`src/rtl/csr_access_arbiter.sv`:
```
// csr_access_arbiter: shares the single CSR register port between the host
// AXI-lite bridge (requester 0) and the dataplane engine (requester 1).
// Round-robin grant, one transaction in flight, bounded wait for completion
// with an error response on timeout.
// Optional statistics counters are enabled by defining CSR_ARB_STATS_EN.
module csr_access_arbiter #(
    parameter int unsigned       ADDR_W   = 32,
    parameter int unsigned       DATA_W   = 32,
    parameter int unsigned       TIMEOUT  = 255,
    parameter logic [DATA_W-1:0] ERR_DATA = DATA_W'(32'hDEAD_BEEF)
) (
    input  logic                clk,
    input  logic                rst,
    input  logic [1:0]          req_valid,
    output logic [1:0]          req_ready,
    input  logic [1:0]          req_write,
    input  logic [2*ADDR_W-1:0] req_addr,
    input  logic [2*DATA_W-1:0] req_wdata,
    output logic [1:0]          rsp_valid,
    output logic [DATA_W-1:0]   rsp_rdata,
    output logic                rsp_err,
    output logic [ADDR_W-1:0]   waddr,
    output logic [DATA_W-1:0]   wdata,
    output logic                we,
    output logic [ADDR_W-1:0]   raddr,
    output logic                re,
    input  logic [DATA_W-1:0]   rdata,
    input  logic                rdone,
    input  logic                wdone
`ifdef CSR_ARB_STATS_EN
    ,
    output logic [15:0]         grant_cnt0,
    output logic [15:0]         grant_cnt1,
    output logic [15:0]         timeout_cnt
`endif
);

    localparam int unsigned CNT_W = (TIMEOUT > 1) ? $clog2(TIMEOUT + 1) : 1;
    localparam bit          TO_EN = (TIMEOUT != 0);

    typedef enum logic [1:0] {
        S_IDLE  = 2'd0,
        S_ISSUE = 2'd1,
        S_WAIT  = 2'd2,
        S_RESP  = 2'd3
    } state_t;

    state_t              state_q, state_d;
    logic                owner_q, owner_d;
    logic                write_q, write_d;
    logic                last_q, last_d;
    logic [ADDR_W-1:0]   addr_q, addr_d;
    logic [DATA_W-1:0]   wdata_q, wdata_d;
    logic [CNT_W-1:0]    cnt_q, cnt_d;
    logic                we_q, we_d;
    logic                re_q, re_d;
    logic [1:0]          rsp_valid_q, rsp_valid_d;
    logic [DATA_W-1:0]   rsp_rdata_q, rsp_rdata_d;
    logic                rsp_err_q, rsp_err_d;

    logic [1:0]          grant_c;
    logic                grant_wr_c;
    logic                done_match_c;
    logic                timeout_c;

    // Round-robin arbitration; only offered while idle and out of reset
    always_comb begin
        grant_c = 2'b00;
        if (state_q == S_IDLE && !rst) begin
            case (req_valid)
                2'b01:   grant_c = 2'b01;
                2'b10:   grant_c = 2'b10;
                2'b11:   grant_c = last_q ? 2'b01 : 2'b10;
                default: grant_c = 2'b00;
            endcase
        end
    end

    assign grant_wr_c   = grant_c[1] ? req_write[1] : req_write[0];
    assign done_match_c = write_q ? wdone : rdone;
    assign timeout_c    = TO_EN && (state_q == S_WAIT) && !done_match_c &&
                          (cnt_q == CNT_W'(TIMEOUT));

    // Next-state and registered-output logic
    always_comb begin
        state_d     = state_q;
        owner_d     = owner_q;
        write_d     = write_q;
        last_d      = last_q;
        addr_d      = addr_q;
        wdata_d     = wdata_q;
        cnt_d       = cnt_q;
        we_d        = 1'b0;
        re_d        = 1'b0;
        rsp_valid_d = 2'b00;
        rsp_rdata_d = '0;
        rsp_err_d   = 1'b0;
        case (state_q)
            S_IDLE: begin
                if (grant_c != 2'b00) begin
                    owner_d = grant_c[1];
                    write_d = grant_wr_c;
                    addr_d  = grant_c[1] ? req_addr[2*ADDR_W-1:ADDR_W]
                                         : req_addr[ADDR_W-1:0];
                    wdata_d = grant_c[1] ? req_wdata[2*DATA_W-1:DATA_W]
                                         : req_wdata[DATA_W-1:0];
                    last_d  = grant_c[1];
                    we_d    = grant_wr_c;
                    re_d    = !grant_wr_c;
                    state_d = S_ISSUE;
                end
            end
            S_ISSUE: begin
                cnt_d   = CNT_W'(1);
                state_d = S_WAIT;
                if (done_match_c) begin
                    state_d     = S_RESP;
                    rsp_valid_d = owner_q ? 2'b10 : 2'b01;
                    rsp_rdata_d = write_q ? '0 : rdata;
                end
            end
            S_WAIT: begin
                if (done_match_c) begin
                    state_d     = S_RESP;
                    rsp_valid_d = owner_q ? 2'b10 : 2'b01;
                    rsp_rdata_d = write_q ? '0 : rdata;
                end else if (timeout_c) begin
                    state_d     = S_RESP;
                    rsp_valid_d = owner_q ? 2'b10 : 2'b01;
                    rsp_rdata_d = write_q ? '0 : ERR_DATA;
                    rsp_err_d   = 1'b1;
                end else if (TO_EN) begin
                    cnt_d = cnt_q + CNT_W'(1);
                end
            end
            S_RESP: begin
                state_d = S_IDLE;
            end
            default: begin
                state_d = S_IDLE;
            end
        endcase
    end

    // State and output registers; reset aborts any transaction silently
    always_ff @(posedge clk) begin
        if (rst) begin
            state_q     <= S_IDLE;
            owner_q     <= 1'b0;
            write_q     <= 1'b0;
            last_q      <= 1'b1;
            addr_q      <= '0;
            wdata_q     <= '0;
            cnt_q       <= '0;
            we_q        <= 1'b0;
            re_q        <= 1'b0;
            rsp_valid_q <= 2'b00;
            rsp_rdata_q <= '0;
            rsp_err_q   <= 1'b0;
        end else begin
            state_q     <= state_d;
            owner_q     <= owner_d;
            write_q     <= write_d;
            last_q      <= last_d;
            addr_q      <= addr_d;
            wdata_q     <= wdata_d;
            cnt_q       <= cnt_d;
            we_q        <= we_d;
            re_q        <= re_d;
            rsp_valid_q <= rsp_valid_d;
            rsp_rdata_q <= rsp_rdata_d;
            rsp_err_q   <= rsp_err_d;
        end
    end

    assign req_ready = grant_c;
    assign waddr     = addr_q;
    assign raddr     = addr_q;
    assign wdata     = wdata_q;
    assign we        = we_q;
    assign re        = re_q;
    assign rsp_valid = rsp_valid_q;
    assign rsp_rdata = rsp_rdata_q;
    assign rsp_err   = rsp_err_q;

`ifdef CSR_ARB_STATS_EN
    logic [15:0] gcnt0_q, gcnt1_q, tocnt_q;

    // Saturating grant and timeout counters
    always_ff @(posedge clk) begin
        if (rst) begin
            gcnt0_q <= '0;
            gcnt1_q <= '0;
            tocnt_q <= '0;
        end else begin
            if (grant_c[0] && gcnt0_q != 16'hFFFF) gcnt0_q <= gcnt0_q + 16'd1;
            if (grant_c[1] && gcnt1_q != 16'hFFFF) gcnt1_q <= gcnt1_q + 16'd1;
            if (timeout_c && tocnt_q != 16'hFFFF)  tocnt_q <= tocnt_q + 16'd1;
        end
    end

    assign grant_cnt0  = gcnt0_q;
    assign grant_cnt1  = gcnt1_q;
    assign timeout_cnt = tocnt_q;
`endif

endmodule

```
`config.mk`:
```
export PLATFORM = sky130hd
export DESIGN_NAME = csr_access_arbiter
export DESIGN_NICKNAME = d
export VERILOG_FILES = /design/src/rtl/csr_access_arbiter.sv
export SDC_FILE = /design/constraint.sdc
export NUM_CORES = 1
export LEC_CHECK = 0
export ABC_AREA = 0
export CAP_MARGIN = 20
export CORE_UTILIZATION = 37
export CTS_BUF_LIST = sky130_fd_sc_hd__clkbuf_4
export DETAILED_ROUTE_END_ITERATION = 10
export PLACE_DENSITY = 0.81
export SLEW_MARGIN = 40
export SYNTH_ARGS = -nofsm -noshare
export SYNTH_HDL_FRONTEND = slang
export SYNTH_SLANG_ARGS = --single-unit
export TNS_END_PERCENT = 5
```
`constraint.sdc`:
```
create_clock -name clk -period 2.18 [get_ports clk]
set_input_delay 0.654 -clock clk [delete_from_list [all_inputs] [get_ports clk]]
set_output_delay 0.654 -clock clk [all_outputs]
set_load 0.05 [all_outputs]
```
After elaboration in Yosys (flattened, before gate mapping)
Cells that the tools add are included.

Flip-flop bits (word level): 114. Output and inout port bits: 135.

Reductions and logical operators: 14. Bitwise gates (word level): 3. Equality and inequality tests: 11. Muxes and demuxes: 27. Add/sub/neg operators: 1.

Operators with widths (count): $mux 32 (7); $pmux 32 s2 (1); $mux 2 (9); $mux 8 (2); $pmux 8 s2 (1); $add 8x1->8 const B (1); $eq 2x2->1 const B (4); $eq 8x8->1 const B (1); $pmux 2 s4 (1); $pmux 2 s3 (1); $reduce_or 3->1 (2); $eq 2x1->1 const B (2); $mux 1 (4); $ne 2x2->1 const B (2); $pmux 2 s2 (1); $reduce_and 2->1 (2); $reduce_bool 2->1 (2); $logic_and 1x1->1 (3); $logic_not 1->1 (3); $ne 3x3->1 const B (1); $not 1->1 (3); $reduce_and 3->1 (1); $logic_not 2->1 (1); $ne 2x1->1 const B (1).

Logic depth before layout (Yosys ltp)
Word-level depth: 7. Gate-level depth with buffers: 8.

Worst setup path after synthesis
Ideal clock, no wire load.

Path type: in2out. From: input rst. To: output req_ready[0]. Arrival: 1.692 ns. Slack: -0.166 ns. Data required time: 1.526 ns. Cell stages on the path: 3. Cells stage by stage: nor2b_1 > nand2_1 > a21oi_1.

Longest elaborated chain between the ends: 3.

RTL lines: start: declaration (RTL line 13) `input logic rst,`; $logic_not 1->1 (RTL line 69) `if (state_q == S_IDLE && !rst) begin`; $logic_and 1x1->1 (RTL line 69); $mux 2 (RTL line 69); end: declaration (RTL line 15) `output logic [1:0] req_ready,`.

No other way between the ends.

Worst setup path in the final report
From: register state_q[0]. To: output req_ready[1].

Longest elaborated chain between the ends: 3.

RTL lines: start: declaration (RTL line 48) `state_t state_q, state_d;`; start signal: assignment (RTL line 161) `state_q <= state_d;`; $logic_not 2->1 (RTL line 69); $logic_and 1x1->1 (RTL line 69); $mux 2 (RTL line 69).

No other way between the ends.

==> results.md <==
- Hold buffers post-CTS: 0
- Detail Route Antenna Nets: 0
- Worst path bufs/invs: 4
- Starting Density: between 30% and 40%
- M1 GR Usage: around 23%
- Largest net degree at the start of global routing: 46
- Die area: 13600 um2
- R2R Path Start: state_q[0]
- Setup crit end kind: output port
- Fill cell count: 1051
- Vias: 4682
- Crit path time final: 2350 ps
- CTS tree: yes
- CTS Buf Count: 17
- Reg2reg setup slack: 280 ps
- R2R depth: 8
- CP max FO: 3
- PD cells: 1170 nW/um2
- Crit path kind: flip-flop to output port
- Stages on the worst setup path: 7
- Synth Instances: 492
- Unique cell type count in the Yosys netlist: 33
- Crit-path cells: inv_2, ha_4, nor2b_4, buf_6, nand3_4, inv_4, buf_12
- End of the worst register-to-register path: cnt_q[3]
- Post-synthesis area per instance: approximately 10 um2
- Hold Vio Cnt, Final: 0
- GRT busiest layer: met2
- Fin crit share: 108%
- Port Buffers: 302
- Die W: about 120 um
- Layout Skew: 22.9 ps
- # H-tree levels: 4
- Later-pin clock latency in the skew report: 560 ps
- Routed WL: between 15000 and 20000 um
- CTS root buf: clkbuf_4
- Remaining Overflow, GRT: 0
- Slowest CP cell: dfxtp_2
- Initial antenna violation count: 1
- Total track usage: 22.3%
- DP HPWL: 11900 um
- CTS Buffer Depth: 2
- Critical Path Start: state_q[0]
- I/O pin cnt: 303
- Rows: 41
- DRT iter0 DRCs: 183
- Max_slew headroom: 64.8%
- Vias per cell: 4.83
- Clk slew on worst S/H paths: ~110 ps
- Status: complete, but fails checks
- Leakage power total: 3.95 nW
- Area Overhead vs Synth: 70.2%
- Syn Nets: between 600 and 700
- Commonest cells after routing, fill and taps aside: clkdlybuf4s50_1, dfxtp_1, buf_4
- Count of final setup violators: 2
- Synth Register Bits: 114
- Vias in the first global route: 4603
- Die height: 117 um
- GR Util met3: under 10%
- Design Power: a little under 10 mW
- Met2 Resource Use GR: 41.1%
- CP Data Required Time: 1530 ps
- Failing checks: negative setup slack
- Fin. max-slew vios: 0
- DRT Pass-1 Iters: 4
- Fin worst setup slack: -171 ps
- CP delay by family, top: buffers and inverters
- Worst Tran Pin Value: roughly 530 ps
- TNS Setup: -332 ps
- Synth warnings: 0
- Placer Congestion: 0.763
- Worst Setup EP: req_ready[1]
- RSZ-0062 raised after global routing: true
- DRC: 0
- Most common cell after layout, fill and taps aside: clkdlybuf4s50_1
- Core Region: 12700 um2
- Post-Syn Area: 4870 um2
- Critical Path Start Type: flip-flop
- Critical Path AT: approximately 1700 ps
- CP peak stage delay: about 340 ps
- First-pass GRT wire length: 22800 um
- Share of post-route cells with drive strength above 1: a little under a fifth
- HP Class: input pin to flip-flop
- Drt wl/cell: 16.1 um
- F_max: 425 MHz
- Max VDD drop: 0.680 mV
- Max-cap violations: 0
- Nets: 956
- Register area share after synthesis: 46.9%
- Clock Sink Count: 114
[worst reg2reg max path: cells and delay by family, from the launching register on]
kind            cells  cell delay (ps)
fa+ha+maj           1              250
compound gates      2              600
mux                 1              150
flops               1              340
buf+inv             4              430
[registers in the layout (all words and copies together) (netlist names)]
register / cells
wdata: 32
we: 1
state_q: 2
re: 1
owner_q: 1
write_q: 1
last_q: 1
rsp_rdata: 32
rsp_valid: 2
rsp_err: 1
cnt_q: 8
raddr: 32
[through the flow]
step / instances / hold WS (ps) / cell area, um2 / setup slack (ps) / util, %
6_report: 969 / 462 / 8290 / -171 / 65.2
5_1_grt: 969 / 449 / 8290 / -271 / 65.2
4_1_cts: 964 / 411 / 8280 / -220 / 65.1
3_5_place_dp: 926 / 429 / 7940 / -154 / 62.4
3_3_place_gp: 926 / 412 / 7940 / -135 / 62.4
2_1_floorplan: 492 / 400 / 4870 / -121 / -
[cell families after synthesis]
logic type               after synthesis  synth area share [%]
AO/OA/AOI/OAI                        117                  18.1
adder cells (fa/ha/maj)                5                  1.28
buffers and inverters                 76                  9.07
flip-flops                           114                  46.9
multiplexers                          71                  14.7
AND/OR/NAND/NOR                      109                  9.99
[how the worst min path moves through the flow]
| stage | from | endpoint | cells after the start |
|---|---|---|---|
| global placement | owner_q | rsp_valid[0] | 1 |
| detailed placement | owner_q | rsp_valid[0] | 1 |
| floorplan | owner_q | rsp_valid[0] | 1 |
| CTS | rst | rsp_err | 3 |
| global route | rst | rsp_err | 3 |
| finish | rst | rsp_err | 3 |
[power by group]
part | total (mW) | switching (mW) | internal, mW | leakage (nW)
Clock | 2.02 | 0.849 | 1.17 | 0.185
Sequential | 2.78 | 0.279 | 2.50 | 0.934
Combinational | 4.93 | 3.17 | 1.76 | 2.83
Total | 9.73 | 4.30 | 5.43 | 3.95
[repair_timing]
item,4_1_cts,5_1_grt
resized for setup,109,32
buffers inserted,6,4
endpoints found under the setup margin,91,26
pin swaps,1,1
[final cells by class]
cell class	instances	area, um2	share of cell area [%]
repair buffers	340	3190	38.4
flip-flops and latches	114	2280	27.6
multi-input cells	302	2190	26.4
clock inverters	13	233	2.81
well taps	172	215	2.60
clock buffers	19	143	1.72
inverters	8	32.5	0.392
diodes	1	2.50	0.0302
[synth_stat cells (all sizes together)]
master,n,share of area [%]
a21boi,1,0.15
o2111ai,4,0.72
ha,5,1.3
o211ai,2,0.31
and4,1,0.18
a311o,1,0.21
inv,8,0.62
a31o,1,0.18
o21a,24,3.7
o21ai,7,0.72
a21oi,5,0.51
nor2b,3,0.39
nand3,4,0.41
buf,50,7.1
dfxtp,114,47
mux2i,70,14
nand4,1,0.26
and3,3,0.39
nor3,3,0.31
and2,9,1.2
a21o,1,0.15
nand2b,1,0.13
mux2,1,0.31
a211oi,69,11
o31ai,1,0.15
or3,6,0.77
nand2,10,0.77
a311oi,1,0.54
clkbuf,18,1.4
nor2,68,5.2
[metal layers]
metal  vias to the layer above  part of all wire [%]
met1                      2133                    37
met3                        25                   8.2
met4                         0                   2.0
met5                         -                     0
li1                       2316                     -
met2                       208                    53
(Power assumes the default switching activity.)
